==> config.mk <==
export PLATFORM = sky130hd
export DESIGN_NAME = uart_tx_chunk_arbiter
export DESIGN_NICKNAME = d
export VERILOG_FILES = /design/src/rtl/uart_tx_chunk_arbiter.sv
export SDC_FILE = /design/constraint.sdc
export NUM_CORES = 1
export LEC_CHECK = 0
export CAP_MARGIN = 20
export CORE_MARGIN = 10
export CORE_UTILIZATION = 35
export DETAILED_ROUTE_END_ITERATION = 12
export PLACE_DENSITY = 0.83
export REMOVE_ABC_BUFFERS = 1
export SLEW_MARGIN = 15
export SYNTH_ARGS = -nofsm -noshare
export SYNTH_HDL_FRONTEND = slang
export SYNTH_SLANG_ARGS = --single-unit
==> constraint.sdc <==
create_clock -name CLK -period 2.4 [get_ports CLK]
set_input_delay 0.48 -clock CLK [delete_from_list [all_inputs] [get_ports CLK]]
set_output_delay 0.48 -clock CLK [all_outputs]
set_load 0.1 [all_outputs]
==> src/rtl/uart_tx_chunk_arbiter.sv <==
`default_nettype none
//==========================================================================
// Module : uart_tx_chunk_arbiter
// Round-robin capture/kick scheduler sharing one chunker among producers.
// Optional feature macro: CHUNK_ARB_TYPE_CHECK_EN (drop invalid chunks).
// Rev    : 1.0
//==========================================================================
module uart_tx_chunk_arbiter #(
   parameter int NUM_CHANNELS             = 2,
   parameter int CHANNEL_INDEX_SIZE       = 1,
   parameter int CONTENT_BUFFER_BYTE_SIZE = 3,
   parameter int BUFFER_INDEX_SIZE        = 32,
   parameter int BUSY_TIMEOUT             = 4
) (
   input  logic                                             CLK,
   input  logic                                             RST,
   input  logic [NUM_CHANNELS-1:0]                          req,
   input  logic [NUM_CHANNELS*BUFFER_INDEX_SIZE-1:0]        req_sizes,
   input  logic [NUM_CHANNELS*CONTENT_BUFFER_BYTE_SIZE*8-1:0] req_bytes,
   input  logic [NUM_CHANNELS*8-1:0]                        req_types,
   input  logic                                             chunker_done,
`ifdef CHUNK_ARB_TYPE_CHECK_EN
   output logic                                             drop_pulse,
   output logic [15:0]                                      drop_count,
`endif
   output logic [NUM_CHANNELS-1:0]                          ack,
   output logic [CHANNEL_INDEX_SIZE-1:0]                    grant_id,
   output logic                                             busy,
   output logic                                             chunk_ready,
   output logic [BUFFER_INDEX_SIZE-1:0]                     chunk_byte_size,
   output logic [CONTENT_BUFFER_BYTE_SIZE*8-1:0]            chunk_bytes,
   output logic [7:0]                                       chunk_type
);

   localparam int c_BYTES_W = CONTENT_BUFFER_BYTE_SIZE * 8;
   localparam int c_CNT_W   = $clog2(BUSY_TIMEOUT + 1);
   localparam logic [c_CNT_W-1:0]            c_TO_LAST  = c_CNT_W'(BUSY_TIMEOUT - 1);
   localparam logic [CHANNEL_INDEX_SIZE-1:0] c_LAST_CH  = CHANNEL_INDEX_SIZE'(NUM_CHANNELS - 1);
   localparam logic [NUM_CHANNELS-1:0]       c_ONE      = NUM_CHANNELS'(1);

   typedef enum logic [1:0] {
      S_IDLE      = 2'd0,
      S_KICK      = 2'd1,
      S_WAIT_BUSY = 2'd2,
      S_WAIT_DONE = 2'd3
   } state_t;

   state_t                          r_state;
   state_t                          w_next_state;
   logic [CHANNEL_INDEX_SIZE-1:0]   r_rr_ptr;
   logic [NUM_CHANNELS-1:0]         r_ack;
   logic [CHANNEL_INDEX_SIZE-1:0]   r_grant_id;
   logic                            r_busy;
   logic                            r_chunk_ready;
   logic [BUFFER_INDEX_SIZE-1:0]    r_size;
   logic [c_BYTES_W-1:0]            r_bytes;
   logic [7:0]                      r_type;
   logic [c_CNT_W-1:0]              r_cnt;

   logic                            w_hit_hi;
   logic [CHANNEL_INDEX_SIZE-1:0]   w_win_hi;
   logic [CHANNEL_INDEX_SIZE-1:0]   w_win_lo;
   logic [CHANNEL_INDEX_SIZE-1:0]   w_winner;
   logic [CHANNEL_INDEX_SIZE-1:0]   w_rr_next;
   logic [NUM_CHANNELS-1:0]         w_onehot;
   logic [BUFFER_INDEX_SIZE-1:0]    w_sel_size;
   logic [c_BYTES_W-1:0]            w_sel_bytes;
   logic [7:0]                      w_sel_type;
   logic                            w_valid;
   logic                            w_grant;

   // Lowest set request at or above rr_ptr wins; otherwise wrap to the lowest set request.
   always_comb begin
      w_hit_hi = 1'b0;
      w_win_hi = '0;
      w_win_lo = '0;
      for (int i = NUM_CHANNELS - 1; i >= 0; i--) begin
         if (req[i]) begin
            w_win_lo = CHANNEL_INDEX_SIZE'(i);
         end
         if (req[i] && (CHANNEL_INDEX_SIZE'(i) >= r_rr_ptr)) begin
            w_hit_hi = 1'b1;
            w_win_hi = CHANNEL_INDEX_SIZE'(i);
         end
      end
      w_winner  = w_hit_hi ? w_win_hi : w_win_lo;
      w_rr_next = (w_winner == c_LAST_CH) ? '0 : w_winner + 1'b1;
      w_onehot  = c_ONE << w_winner;
   end

   always_comb begin
      w_sel_size  = '0;
      w_sel_bytes = '0;
      w_sel_type  = '0;
      for (int i = 0; i < NUM_CHANNELS; i++) begin
         if (w_winner == CHANNEL_INDEX_SIZE'(i)) begin
            w_sel_size  = req_sizes[i*BUFFER_INDEX_SIZE +: BUFFER_INDEX_SIZE];
            w_sel_bytes = req_bytes[i*c_BYTES_W +: c_BYTES_W];
            w_sel_type  = req_types[i*8 +: 8];
         end
      end
   end

`ifdef CHUNK_ARB_TYPE_CHECK_EN
   assign w_valid = (w_sel_type != 8'd0) && (w_sel_size != '0) &&
                    (w_sel_size <= BUFFER_INDEX_SIZE'(CONTENT_BUFFER_BYTE_SIZE));
`else
   assign w_valid = 1'b1;
`endif

   always_comb begin
      w_next_state = r_state;
      w_grant      = 1'b0;
      case (r_state)
         S_IDLE: begin
            if ((|req) && chunker_done) begin
               w_grant = 1'b1;
               if (w_valid) begin
                  w_next_state = S_KICK;
               end
            end
         end
         S_KICK: w_next_state = S_WAIT_BUSY;
         S_WAIT_BUSY: begin
            // A chunker that never leaves idle loses the chunk; no retry.
            if (!chunker_done) begin
               w_next_state = S_WAIT_DONE;
            end else if (r_cnt == c_TO_LAST) begin
               w_next_state = S_IDLE;
            end
         end
         S_WAIT_DONE: begin
            if (chunker_done) begin
               w_next_state = S_IDLE;
            end
         end
         default: w_next_state = S_IDLE;
      endcase
   end

   always_ff @(posedge CLK or posedge RST) begin
      if (RST) begin
         r_state       <= S_IDLE;
         r_rr_ptr      <= '0;
         r_ack         <= '0;
         r_grant_id    <= '0;
         r_busy        <= 1'b0;
         r_chunk_ready <= 1'b0;
         r_size        <= '0;
         r_bytes       <= '0;
         r_type        <= '0;
         r_cnt         <= '0;
      end else begin
         r_state       <= w_next_state;
         r_ack         <= w_grant ? w_onehot : '0;
         r_busy        <= (w_next_state != S_IDLE);
         r_chunk_ready <= (r_state == S_KICK);
         if (w_grant) begin
            r_grant_id <= w_winner;
            r_rr_ptr   <= w_rr_next;
         end
         if (w_grant && w_valid) begin
            r_size  <= w_sel_size;
            r_bytes <= w_sel_bytes;
            r_type  <= w_sel_type;
         end
         if (r_state == S_KICK) begin
            r_cnt <= '0;
         end else if ((r_state == S_WAIT_BUSY) && chunker_done) begin
            r_cnt <= r_cnt + 1'b1;
         end
      end
   end

`ifdef CHUNK_ARB_TYPE_CHECK_EN
   logic        r_drop_pulse;
   logic [15:0] r_drop_count;

   always_ff @(posedge CLK or posedge RST) begin
      if (RST) begin
         r_drop_pulse <= 1'b0;
         r_drop_count <= '0;
      end else begin
         r_drop_pulse <= w_grant && !w_valid;
         if (w_grant && !w_valid && (r_drop_count != 16'hFFFF)) begin
            r_drop_count <= r_drop_count + 16'd1;
         end
      end
   end

   assign drop_pulse = r_drop_pulse;
   assign drop_count = r_drop_count;
`endif

   assign ack             = r_ack;
   assign grant_id        = r_grant_id;
   assign busy            = r_busy;
   assign chunk_ready     = r_chunk_ready;
   assign chunk_byte_size = r_size;
   assign chunk_bytes     = r_bytes;
   assign chunk_type      = r_type;

endmodule
`default_nettype wire

==> results list, run 1 <==
- The initial utilization of the core area, before any placement, comes to 36.20%.
- The tree is rooted in a sky130_fd_sc_hd__clkbuf_8.
- WS Path Type: in -> reg
- Routability-driven placement finished with a final weighted congestion of 0.7347.
- The clock arrives with 0.007682 ns of skew.
- Reg-to-reg slack, setup: 0.75 ns
- Mean routed wirelength per cell: 19.64 um
* Largest buffer count on any clock path: 2
- CTS clk-pin slew, worst paths: 0.07 ns
- In this run, post-CTS repair resized a total of 0 instances.
- Final clock period utilization by the worst path: 79.74%
* Overflow left after global routing: 0
* Leak Pwr: 2.483 nW
- Worst Reg-to-Reg Cells: 4
* Mapped Avg Cell Area: 10.72 um^2
* Instance count along the most critical hold path: 1
- The number of antenna violations at the first check in global routing came to 0.
- Number of synthesized register bits: 75
- For this run, the register share of the synthesized area comes to 52.56%.
- Worst min-delay path startpoint: grant_id
- The number of endpoints with negative hold slack in the final report came to 0.
- Global routing used 17.50% of the available tracks.
- The slowest stage of the critical path belongs to the cell sky130_fd_sc_hd__clkdlybuf4s50_1.
* Most used standard cell by instance count after synthesis: sky130_fd_sc_hd__dfrtp_1
* Relative max-transition margin: 64.24%
* Shortest clock period the worst path allows after layout: 1.914 ns
- Number of buffers inserted by port buffering: 201
- Delay-heaviest family, CP: buffers and inverters
* Core box area: 9864 um^2
- Vias per cell: 5.317
- TritonCTS built the clock tree.
* Proportion of layout cells with a drive suffix above 1: 21.15%
- The first global-routing pass estimated 20.41 mm of wire.
* Horizontal extent of the die: 121.0 um
- The worst hold path terminates at grant_id.
- Cells taking the most area after synthesis: sky130_fd_sc_hd__dfrtp_1 (53%), sky130_fd_sc_hd__a221o_1 (18%), sky130_fd_sc_hd__nor3_1 (7.3%)
- Synthesis instantiated 26 different standard cells from the library.
- Vertical extent of the die: 121.0 um
* Worst path required time: 2.61 ns
* Nets: 654
- Post-CTS timing repair inserted 0 buffers for setup.
- Critical path peak fanout: 56
- Setup repair after global routing left no endpoint under its margin.
- Drc violations: 0
* Clk Latency, worst-skew pair: 0.34 ns
* Sink Count: 75
- Maximum frequency from static timing analysis: 0.5225 GHz
- For this design the ratio of total power to cell area is 1639 nW/um^2.
- Max IR drop VDD: 908.7 uV
* Class of the tightest hold or removal check: reg -> reg
* Worst reg2reg path endpoint: chunk_type[6]
* Combined flip-flop and latch cell area: 1877 um^2
- The number of buffers and inverters on the critical path is 2.
- The first routing iteration left 268 violations.
* Number of CTS-inserted buffers: 9
- Multi-input gate area: 1476 um^2
- Reported max-cap violation count: 0
- Yosys mapped a number of flops with a built-in enable equal to 0.
* Half-perimeter wire length of the detailed placement result: 9.398 mm
- Die outline area: 14,640 um^2
* Worst flop-to-flop path startpoint: r_state[1]
- Setup total negative slack on the finished layout was measured at 0 ns.
* Setup crit start kind: input port
* Crit. End Element: flop
* Hold buffers post-CTS: 0
- Of the post-synthesis cell area, the dominant cell type holds 52.56%.
- From synthesis to final layout, the design area changed by 59.71%.
- STA puts the critical path data arrival time at 2.12 ns.
- The run finished with clean final reports.
- Via total after detailed routing: 3,472
- Pins Over Slew Limit: 0
- Vias in the first global route: 3,720
- For the pin with the worst max-slew slack, the measured transition is 0.5357 ns.
- For this run, the detailed router's first-pass iteration total came to 4.
- In this design, the stage delay of the slowest critical-path cell is 0.60 ns.
* Leading area contributor after synthesis: sky130_fd_sc_hd__dfrtp_1
- For this run, the number of Yosys warnings is 0.
- Summed over all layers, the routed wires come to 12.82 mm.
* Series of cell instances along the critical path: clkdlybuf4s50_1 > nor3b_2 > o21ai_4 > buf_12 > a221o_1
* Final ANT Viol Nets: 0
- Counting flops with an async set or reset pin after synthesis yields a share of 100.0%.
* Synth cell count leaders: sky130_fd_sc_hd__dfrtp_1 (75), sky130_fd_sc_hd__nand2_1 (66), sky130_fd_sc_hd__a221o_1 (64), sky130_fd_sc_hd__nor3_1 (52), sky130_fd_sc_hd__clkbuf_1 (17)
* Synthesized instance count: 333
* Total of endpoints with negative setup slack in the final report: 0
* Overall power of the completed layout: 9.347 mW
- In this run the core area contains 36 standard-cell rows.
* Most used flip-flop cell after synthesis: sky130_fd_sc_hd__dfrtp_1
- The cell area that synthesis handed to floorplanning was 3571 um^2.
- Maximum number of pins on one net before global-route repair: 66
- I/O pin total: 202
- Filler cell count: 843
- CTS H-tree depth: 3
- ANT cells: 0
## where the power goes
part / internal (mW) / leakage, nW / switching, mW
Clock: 0.410 / 0.0803 / 0.412
Sequential: 1.83 / 0.942 / 0.375
Combinational: 1.52 / 1.46 / 4.80
## cell type report
type / count / share of cell area, %
timing repair buffer: 211 / 35.23
sequential: 75 / 32.91
multi-input combinational: 217 / 25.89
tap: 133 / 2.918
clock buffer: 12 / 2.720
inverter: 5 / 0.3291
## cells by family after synthesis
| group | after synthesis | synth area share, % |
|---|---|---|
| fa+ha+maj | 2 | 0.7007 |
| buf+inv | 41 | 6.552 |
| compound gates | 77 | 20.43 |
| simple gates | 137 | 19.48 |
| mux | 1 | 0.2803 |
| flops | 75 | 52.56 |
## state kept, by name (all words and copies together), names as in the netlist
register / cells
busy: 1
ack: 2
r_rr_ptr: 1
chunk_ready: 1
r_state: 2
r_cnt: 3
chunk_byte_size: 32
chunk_type: 8
grant_id: 1
chunk_bytes: 24
## worst reg2reg max path, delay by kind of cell (launching register included)
kind                   cells  cell delay [ns]
DFF                        1             0.48
buffers and inverters      1             0.20
AOI/OAI and AO/OA          2             0.52
and+or+nand+nor            1             0.32
## per-layer routing
metal	GRT usage [%]	wire, um
met4	6.184	227
met3	6.468	1229
met2	29.35	6279
met1	19.99	5085
met5	0	0
## per-stage QoR
stage               utilization [%]  cell area, um^2  worst slack [ns]  hold WS, ns  cells
global route                  57.81             5703            0.4236       0.5112    653
floorplan                         -             3356            -1.194       0.4730    297
detailed placement            56.24             5548            0.1302       0.4709    641
global placement              56.24             5548            0.2336       0.4637    641
finish                        57.81             5703            0.4862       0.4831    653
CTS                           57.81             5703            0.5180       0.4876    653
## how the worst max path moves through the flow
| stage | startpoint | endpoint | slack, ns | cells after the start |
|---|---|---|---|---|
| after CTS | chunker_done | chunk_type[6] | 0.52 | 5 |
| after global placement | chunker_done | chunk_bytes[7] | 0.23 | 5 |
| after floorplan | req[0] | chunk_byte_size[0] | -1.19 | 3 |
| after detailed placement | chunker_done | chunk_type[6] | 0.13 | 5 |
| final | chunker_done | chunk_type[6] | 0.49 | 5 |
| after global routing | chunker_done | chunk_type[6] | 0.42 | 5 |
## layout by cell type, fill, tap and decap left out, drive strengths merged
cell type and count:
nor2b 2, or3b 1, buf 80, nor3b 2, o22ai 1, a221o 64, clkbuf 12, o211ai 1
inv 5, a21oi 3, a21o 2, o21ai 3, a22o 2, nor3 64, dfrtp 75, and3 2
ha 2, mux2i 1, nand2 66, clkdlybuf4s50 131, o2bb2ai 1
Power figures use the tool's default switching activity.
==> run 2, diff against run 1 <==
==> constraint.sdc (replaced) <==
create_clock -name CLK -period 1.7 [get_ports CLK]
set_input_delay 0.34 -clock CLK [delete_from_list [all_inputs] [get_ports CLK]]
set_output_delay 0.34 -clock CLK [all_outputs]
set_load 0.1 [all_outputs]
==> results list, run 2 (synthesized netlist as in run 1, its figures left out) <==
- Die outline area: 14,640 um^2
- Final ANT Viol Nets: 0
- TritonRoute pass-1 iters: 4
- Overall power of the completed layout: 15.94 mW
* Class of the tightest hold or removal check: in -> async
- The register with the most flip-flops in the layout has 32 of them.
- Of the available clock period, the critical path in the final layout requires 93.66%.
- Drc violations: 0
* Critical path peak fanout: 29
- Relative max-transition margin: 74.42%
- For this run, the top clock speed supported by timing is 0.6281 GHz.
- CTS clk-pin slew, worst paths: 0.08 ns
- Post-cts resize count: 0
- Number of buffers inserted by port buffering: 201
* Number of CTS-inserted buffers: 9
- Maximum number of pins on one net before global-route repair: 55
- For this design the ratio of total power to cell area is 2371 nW/um^2.
* Count of buffer and inverter cells on the critical path: 2
* Most common library cell in the layout ignoring fill and taps: sky130_fd_sc_hd__clkdlybuf4s50_1
- Crit. End Element: flop
- Postcts setup bufs: 0
- 0 antenna diodes ended up in the layout.
- Registers take 1877 um^2.
- The first global-routing pass estimated 22.05 mm of wire.
* Leak Pwr: 2.832 nW
* TritonCTS clock tree: yes
- Growth of design area from synthesis to finish: 88.23%
- Starting utilization of the core area: 36.20%
- I/O pin total: 202
- In this design, the stage delay of the slowest critical-path cell is 0.50 ns.
- Detailed Route Iter0 Violations: 216
* Vertical extent of the die: 121.0 um
- Largest buffer count on any clock path: 2
* Clk Latency, worst-skew pair: 0.34 ns
- Total of endpoints with negative setup slack in the final report: 0
- Worst-margin pin slew: 0.3837 ns
* Multi-input gate area: 1476 um^2
- In this design, the largest share of critical-path delay is due to buffers and inverters.
- Most frequent cells in the layout: sky130_fd_sc_hd__clkdlybuf4s50_1 (131), sky130_fd_sc_hd__buf_12 (80), sky130_fd_sc_hd__dfrtp_1 (75), sky130_fd_sc_hd__nand2_1 (66), sky130_fd_sc_hd__a221o_1 (64)
- The worst setup path is launched from an input port.
* Worst EP arrival: 1.88 ns
- WS Path Type: in -> reg
* Via total after detailed routing: 3,645
- Max IR drop VDD: 1622 uV
- Overflow left after global routing: 0
- Across all hold checks on the routed design, the worst slack comes to 0.3701 ns.
- CTS placed an instance of sky130_fd_sc_hd__clkbuf_8 at the clock tree root.
- Half-perimeter wire length of the detailed placement result: 10.63 mm
* Series of cell instances along the critical path: clkdlybuf4s50_1 > or3b_4 > buf_12 > nor3_1 > a221o_1
- The congestion estimate from routability-driven global placement came to 0.7595.
- Proportion of layout cells with a drive suffix above 1: 23.12%
- Setup total negative slack on the finished layout was measured at 0 ns.
- For this block, the routed nets add up to 14.00 mm of wire.
- Largest clock skew in the final design: 0.006768 ns
- Vias per cell: 5.481
- Sink Count: 75
* Core box area: 9864 um^2
- Nets: 662
- Vias in the first global route: 4,007
* Filler cell count: 693
- Setup repair after global routing left no endpoint under its margin.
- Antenna violations before repair: 0
- Gr usage total: 18.74%
- The number of endpoints with negative hold slack in the final report came to 0.
* CTS H-tree depth: 3
- The flow ran to the end, and the final reports show no timing, DRC or antenna violations.
* Number of standard-cell rows in the floorplan: 36
- Shortest clock period the worst path allows after layout: 1.592 ns
- In the final routed layout, each cell accounts on average for 21.06 um.
- CP max stage cell: sky130_fd_sc_hd__clkdlybuf4s50_1
- Across the run, the number of max-cap violations was 0.
* Worst path required time: 1.99 ns
- Pins Over Slew Limit: 0
- Hold buffers post-CTS: 0
* Horizontal extent of the die: 121.0 um
run 2: cell type report:
class | count | share of cell area (%)
clock buffers | 12 | 2.457
clock inverters | 4 | 0.7074
inverters | 5 | 0.2792
multi-input cells | 217 | 21.97
flip-flops and latches | 75 | 27.92
well taps | 133 | 2.476
repair buffers | 219 | 44.19
run 2: final timing paths:
path	slack, ns	cells after the start	startpoint	endpoint
worst max register to register	0.13	4	r_state[0]	chunk_bytes[13]
worst min-delay path	0.37	3	RST	chunk_byte_size[11]
min in group CLK	0.54	4	req[1]	chunk_bytes[2]
worst min register to register	0.55	1	r_cnt[2]	r_cnt[2]
max in group asynchronous	1.09	3	RST	chunk_byte_size[4]
worst max-delay path	0.11	5	chunker_done	chunk_bytes[13]
run 2: metal layers:
| metal | routed length, um | part of all wire, % | track usage [%] |
|---|---|---|---|
| met3 | 1371 | 9.8 | 7.538 |
| met5 | 0 | 0 | 0 |
| met4 | 252 | 1.8 | 6.712 |
| met1 | 5273 | 38 | 20.69 |
| met2 | 7105 | 51 | 31.84 |
run 2: metrics by stage:
stage          instance area, um^2  setup slack [ns]  std cells  util [%]
2_1_floorplan                 3356            -1.833        297         -
4_1_cts                       6721            0.1251        665     68.14
3_5_place_dp                  6509           -0.2443        649     65.98
3_3_place_gp                  6509           -0.2195        649     65.98
6_report                      6721            0.1078        665     68.14
5_1_grt                       6721           0.01856        665     68.14
run 2: report_power, final:
group,leakage [nW],switching [mW],internal (mW)
sequential,0.942,0.933,2.58
clock,0.108,0.656,0.794
combinational,1.78,6.88,4.09
total,2.83,8.47,7.46
run 2: tightest hold or removal path, delay by kind of cell:
kind	cells	cell delay, ns
buffers and inverters	3	0.77
